===== src/rtl/pipelined_magnitude_compare.sv =====
// ---------------------------------------------------------------------------
// pipelined_magnitude_compare
// Digit-serial LSB-first magnitude comparator; signed/unsigned, gt/eq/lt out.
// Revision: 1.0
// ---------------------------------------------------------------------------
`default_nettype none

module pipelined_magnitude_compare #(
  parameter int WIDTH = 16,
  parameter int DIGIT = 2
) (
  input  logic             CLK,
  input  logic             RST,
  input  logic             en,
  input  logic             flush,
  input  logic             in_valid,
  input  logic [WIDTH-1:0] a,
  input  logic [WIDTH-1:0] b,
  input  logic             signed_mode,
  output logic             out_valid,
  output logic             gt,
  output logic             eq,
  output logic             lt
);

  localparam int STAGES    = (WIDTH / DIGIT < 1) ? 1 : WIDTH / DIGIT;
  localparam int DATA_BITS = DIGIT * (STAGES * (STAGES - 1) / 2);
  localparam int PIPE_BITS = (DATA_BITS > 0) ? DATA_BITS : 1;
  localparam int SM_BITS   = (STAGES > 1) ? STAGES - 1 : 1;

  // Stage k carries the not-yet-compared upper digits, packed back to back.
  function automatic int data_off(input int k);
    return DIGIT * (k * (STAGES - 1) - (k * (k - 1)) / 2);
  endfunction

  function automatic logic [1:0] digit_cmp(input logic [DIGIT-1:0] da,
                                           input logic [DIGIT-1:0] db,
                                           input logic             flip);
    logic [DIGIT-1:0] xa;
    logic [DIGIT-1:0] xb;
    xa = da;
    xb = db;
    xa[DIGIT-1] = da[DIGIT-1] ^ flip;
    xb[DIGIT-1] = db[DIGIT-1] ^ flip;
    return {xa > xb, xa < xb};
  endfunction

  logic [PIPE_BITS-1:0] a_pipe;
  logic [PIPE_BITS-1:0] b_pipe;
  logic [2*STAGES-1:0]  gl_pipe;
  logic [STAGES-1:0]    vld_pipe;
  logic [SM_BITS-1:0]   sm_pipe;

  for (genvar k = 0; k < STAGES; k++) begin : g_stage
    localparam int REM = WIDTH - (k + 1) * DIGIT;
    localparam bit TOP = (k == STAGES - 1);

    logic [DIGIT-1:0] da;
    logic [DIGIT-1:0] db;
    logic [1:0]       gl_in;
    logic             vld_in;
    logic             sm_in;
    logic [1:0]       cmp;
    logic [1:0]       gl_d;
    logic [1:0]       gl_q;
    logic             vld_d;
    logic             vld_q;

    if (k == 0) begin : g_first
      assign da     = a[DIGIT-1:0];
      assign db     = b[DIGIT-1:0];
      assign gl_in  = 2'b00;
      assign vld_in = in_valid;
      assign sm_in  = signed_mode;
    end else begin : g_next
      localparam int OFF = data_off(k - 1);
      assign da     = a_pipe[OFF +: DIGIT];
      assign db     = b_pipe[OFF +: DIGIT];
      assign gl_in  = gl_pipe[2*(k-1) +: 2];
      assign vld_in = vld_pipe[k-1];
      assign sm_in  = sm_pipe[k-1];
    end

    // Only the most significant digit sees the sign-bit inversion.
    assign cmp = digit_cmp(da, db, TOP && sm_in);

    always_comb begin
      gl_d  = gl_q;
      vld_d = vld_q;
      if (en) begin
        gl_d  = (cmp != 2'b00) ? cmp : gl_in;
        vld_d = vld_in;
      end
      if (flush) begin
        vld_d = 1'b0;
      end
    end

    always_ff @(posedge CLK or negedge RST) begin
      if (!RST) begin
        gl_q  <= 2'b00;
        vld_q <= 1'b0;
      end else begin
        gl_q  <= gl_d;
        vld_q <= vld_d;
      end
    end

    assign gl_pipe[2*k +: 2] = gl_q;
    assign vld_pipe[k]       = vld_q;

    if (!TOP) begin : g_carry
      logic [REM-1:0] a_rest;
      logic [REM-1:0] b_rest;
      logic [REM-1:0] a_d;
      logic [REM-1:0] a_q;
      logic [REM-1:0] b_d;
      logic [REM-1:0] b_q;
      logic           sm_d;
      logic           sm_q;

      if (k == 0) begin : g_src_in
        assign a_rest = a[WIDTH-1:DIGIT];
        assign b_rest = b[WIDTH-1:DIGIT];
      end else begin : g_src_pipe
        assign a_rest = a_pipe[data_off(k - 1) + DIGIT +: REM];
        assign b_rest = b_pipe[data_off(k - 1) + DIGIT +: REM];
      end

      always_comb begin
        a_d  = a_q;
        b_d  = b_q;
        sm_d = sm_q;
        if (en) begin
          a_d  = a_rest;
          b_d  = b_rest;
          sm_d = sm_in;
        end
      end

      always_ff @(posedge CLK or negedge RST) begin
        if (!RST) begin
          a_q  <= '0;
          b_q  <= '0;
          sm_q <= 1'b0;
        end else begin
          a_q  <= a_d;
          b_q  <= b_d;
          sm_q <= sm_d;
        end
      end

      assign a_pipe[data_off(k) +: REM] = a_q;
      assign b_pipe[data_off(k) +: REM] = b_q;
      assign sm_pipe[k]                 = sm_q;
    end
  end

  logic [1:0] fin_gl;
  logic       fin_vld;
  logic       out_valid_d;
  logic       out_valid_q;
  logic       gt_d;
  logic       gt_q;
  logic       eq_d;
  logic       eq_q;
  logic       lt_d;
  logic       lt_q;

  assign fin_gl  = gl_pipe[2*(STAGES-1) +: 2];
  assign fin_vld = vld_pipe[STAGES-1];

  // A flushed sample never reaches the result flops.
  always_comb begin
    out_valid_d = out_valid_q;
    gt_d        = gt_q;
    eq_d        = eq_q;
    lt_d        = lt_q;
    if (en && !flush) begin
      out_valid_d = fin_vld;
      if (fin_vld) begin
        gt_d = fin_gl[1];
        lt_d = fin_gl[0];
        eq_d = ~fin_gl[1] & ~fin_gl[0];
      end
    end
    if (flush) begin
      out_valid_d = 1'b0;
    end
  end

  always_ff @(posedge CLK or negedge RST) begin
    if (!RST) begin
      out_valid_q <= 1'b0;
      gt_q        <= 1'b0;
      eq_q        <= 1'b0;
      lt_q        <= 1'b0;
    end else begin
      out_valid_q <= out_valid_d;
      gt_q        <= gt_d;
      eq_q        <= eq_d;
      lt_q        <= lt_d;
    end
  end

  assign out_valid = out_valid_q;
  assign gt        = gt_q;
  assign eq        = eq_q;
  assign lt        = lt_q;

endmodule

`default_nettype wire


===== config.mk =====
export PLATFORM = sky130hd
export DESIGN_NAME = pipelined_magnitude_compare
export DESIGN_NICKNAME = d
export VERILOG_FILES = /design/src/rtl/pipelined_magnitude_compare.sv
export SDC_FILE = /design/constraint.sdc
export NUM_CORES = 1
export LEC_CHECK = 0
export BUFFER_PORTS_ARGS = -buffer_cell sky130_fd_sc_hd__buf_2
export CELL_PAD_IN_SITES_DETAIL_PLACEMENT = 1
export CELL_PAD_IN_SITES_GLOBAL_PLACEMENT = 2
export CORE_MARGIN = 5
export CORE_UTILIZATION = 40
export DETAILED_ROUTE_END_ITERATION = 8
export PLACE_DENSITY = 0.74
export RECOVER_POWER = 25
export SYNTH_ARGS = -nofsm -noshare
export SYNTH_HDL_FRONTEND = slang
export SYNTH_SLANG_ARGS = --single-unit

===== constraint.sdc =====
create_clock -name CLK -period 1.95 [get_ports CLK]
set_clock_uncertainty 0.15 [all_clocks]
set_input_delay 0.39 -clock CLK [delete_from_list [all_inputs] [get_ports CLK]]
set_output_delay 0.39 -clock CLK [all_outputs]
set_load 0.005 [all_outputs]

==> flow_metrics.py <==
metrics = {
    "synthesis": {
        "synth_top_area_share_pct": 60.82,
        "async_flop_share_pct": 100.0,
        "ys_seq_elements": 147,
        "avgSynthCellArea_sq_um": 14.50,
        "ys_seq_area_share_pct": 60.82,
        "yosysTopAreaCell": "dfrtp_1",
        "synthCells": 417,
        "synth_warnings": 0,
        "ys_top_cells_by_count": "147 x dfrtp_1, 107 x mux2_2, 21 x inv_1, 18 x o21ai_0, 17 x nand2_1",
        "synthTopCellsByArea": "dfrtp_1 61%, mux2_2 20%, ha_1 3.3%, buf_6 2.2%, mux2i_1 1.5%",
        "syn_nets": 471,
        "ys.flop_type": "dfrtp_1",
        "synth.most_common_cell": "dfrtp_1",
        "synth-edff-count": 0,
        "ys_types": 28,
        "syn_area_sq_um": 6048,
    },
    "global_routing": {
        "gr-max-usage-layer": "met2",
        "grt_use_total_pct": 12.22,
        "use_met3_pct": 3.612,
        "grt_antenna_before_repair": 0,
        "grtUsageMet1_pct": 15.29,
        "grt_pass1_vias": 3678,
        "globalRouteMet2Util_pct": 18.93,
        "grt_max_degree": 47,
        "overflow": 0,
        "grt_pass1_wl_um": 17480,
    },
    "timing": {
        "fin_crit_ps": 1576,
        "worst_pin_slew_ps": 641.3,
        "fmax_mhz": 634.5,
        "hold_viol_final": 0,
        "maxSlewViolCount": 0,
        "period_share_pct": 80.83,
        "finalSetupTns_ps": 0,
        "final-setup-viol-count": 0,
        "postLayoutSetupSlackWorst_ps": 373.9,
        "slew_headroom_pct": 57.25,
        "rsz0062_at_grt": "false",
    },
    "route": {
        "vias_per_cell": 4.898,
        "drc": 0,
        "drt-initial-drc-count": 115,
        "wire_per_inst_um": 14.32,
        "via_count": 3267,
        "dr.pass1.iters": 3,
        "postRouteAntennaNets": 0,
        "wirelength_um": 9552,
    },
    "worst_setup_path": {
        "slowest_delay_ps": 410,
        "crit_buf_inv": 0,
        "crit_slowest_cell": "dfrtp_1",
        "cp_max_fo": 3,
        "path_class": "flip-flop to flip-flop",
        "r2r_slack_ps": 370,
        "worstPathRequired_ps": 2110,
        "endpoint": "fin_gl[0]",
        "reg2reg_to": "fin_gl[0]",
        "rr_startpoint": "g_stage[6].g_carry.sm_q",
        "critical_path_arrival_ps": 1730,
        "ff2ff_path_depth": 5,
        "cp_num_cells": 5,
        "endpoint_kind": "flip-flop",
        "cpLargestDelayFamily": "flip-flops",
        "path_cells": "xor2_1, ha_1, nand4_1, o21ai_0, a31o_2",
        "critPathLaunchType": "flip-flop",
        "startpoint": "g_stage[6].g_carry.sm_q",
    },
    "die": {
        "die_area_sq_um": 17680,
        "die_h_um": 133.0,
        "start_util_pct": 40.23,
        "pin_count": 42,
        "std_cell_rows": 45,
        "die_w_um": 133.0,
        "coreArea_sq_um": 15030,
    },
    "placement": {
        "io_buffers": 41,
        "dp_cells": 636,
        "post-place-ws_ps": 304.9,
        "place.gp.congestion": 0.6534,
        "hpwl_um": 6450,
    },
    "job": {
        "drv_cap": 0,
    },
    "clock_tree": {
        "htreeDepth": 4,
        "cts_buffers": 17,
        "clock_path_buffers": 2,
        "ctsResizeCount": 0,
        "hold_buffers": 1,
        "clkTransAtPathRegs_ps": 60,
        "clk_latency_ps": 420,
        "cts_tree": "done",
        "post_cts_buffers": 0,
        "cts-root-buf": "clkbuf_16",
        "cts_sinks": 147,
    },
    "finish": {
        "n_antenna_cell": 0,
        "nets": 522,
        "final_cells": 667,
        "area_growth_pct": 15.16,
        "drive_above_1_share_pct": 38.62,
    },
    "power": {
        "p_leak_uw": 0.003169,
        "ir_worst_vdd_v": 0.0006257,
        "p_total_uw": 8188,
        "p_per_area_nw_per_um2": 1176,
    },
    "min_path": {
        "hp-class": "primary input to flip-flop",
    },
    "status": {
        "status": "finished, final reports clean",
    },
}
==> worst register-to-register path: stages (launching register included) <==
cell	delay, ps
dfrtp_1	410
xor2_1	180
ha_1	330
nand4_1	90
o21ai_0	80
a31o_2	230
==> state kept, by name, summed over array words and instances (netlist names) <==
name,count
g_stage.g_carry.b_q,56
out_valid,1
gt,1
g_stage.gl_q,14
lt,1
g_stage.vld_q,7
g_stage.g_carry.a_q,56
eq,1
g_stage.g_carry.sm_q,7
fin_gl,2
fin_vld,1
==> metal layers <==
| metal | wire (um) | part of all wire (%) |
|---|---|---|
| met1 | 4488 | 47 |
| met2 | 4541 | 48 |
| met3 | 300 | 3.1 |
| met4 | 222 | 2.3 |
| met5 | 0 | 0 |
==> layout by cell type (no fill, tap or decap), types with 6 or more instances in the layout <==
cell / instances
ha_1: 16
nor2_1: 9
o21ai_0: 18
buf_12: 6
nand2b_1: 12
nand3b_1: 6
buf_2: 39
clkbuf_1: 7
mux2i_1: 9
inv_1: 21
clkbuf_16: 17
nand4b_1: 6
dfrtp_1: 147
nand2_1: 17
nand4_1: 8
mux2_2: 107
==> cell type report <==
class / count / area [sq um]
Inverter: 21 / 78.83
Clock inverter: 5 / 52.55
Clock buffer: 25 / 485.5
Tap cell: 188 / 235.2
Multi-Input combinational cell: 228 / 2062
Sequential cell: 147 / 3679
Fill cell: 1525 / 8068
Timing Repair Buffer: 53 / 372.9
==> stage by stage <==
stage / cell area, sq um / utilization, % / hold WS, ps
global placement: 6467 / 43.02 / 188.5
finish: 6965 / 46.33 / 40.25
CTS: 7015 / 46.67 / 20.09
floorplan: 6048 / - / -55.59
detailed placement: 6467 / 43.02 / 187.7
global route: 6965 / 46.33 / 36.78
==> worst min path at each step <==
| stage | end | start | slack [ps] | depth (start not counted) |
|---|---|---|---|---|
| after CTS | g_stage[0].g_carry.a_q[0] | a[2] | 20 | 3 |
| after global placement | g_stage[1].g_carry.b_q[4] | RST | 190 | 1 |
| after floorplan | eq | RST | -60 | 0 |
| after global routing | g_stage[0].g_carry.b_q[12] | b[14] | 40 | 2 |
| after detailed placement | g_stage[0].g_carry.a_q[6] | RST | 190 | 1 |
| final | g_stage[0].g_carry.a_q[0] | a[2] | 40 | 3 |
==> logic make-up (layout without fill, tap and decap cells) <==
kind of cell,Yosys count,count (layout),share of synthesized area (%)
xor gates and xnor gates,2,2,0.2897
buffers and inverters,42,104,4.882
AOI/OAI and AO/OA,30,30,3.124
muxes,117,117,21.66
and+or+nand+nor,63,63,5.916
DFF,147,147,60.82
adders and majority gates,16,16,3.310
==> power by group <==
part	leakage [uW]	switching [uW]	internal, uW	total, uW
sequential	0.00176	309	3660	3970
combinational	0.00115	540	706	1250
clock	0.000263	1140	1830	2970
total	0.00317	1990	6200	8190
No activity file was read; power rests on OpenSTA's default activity.
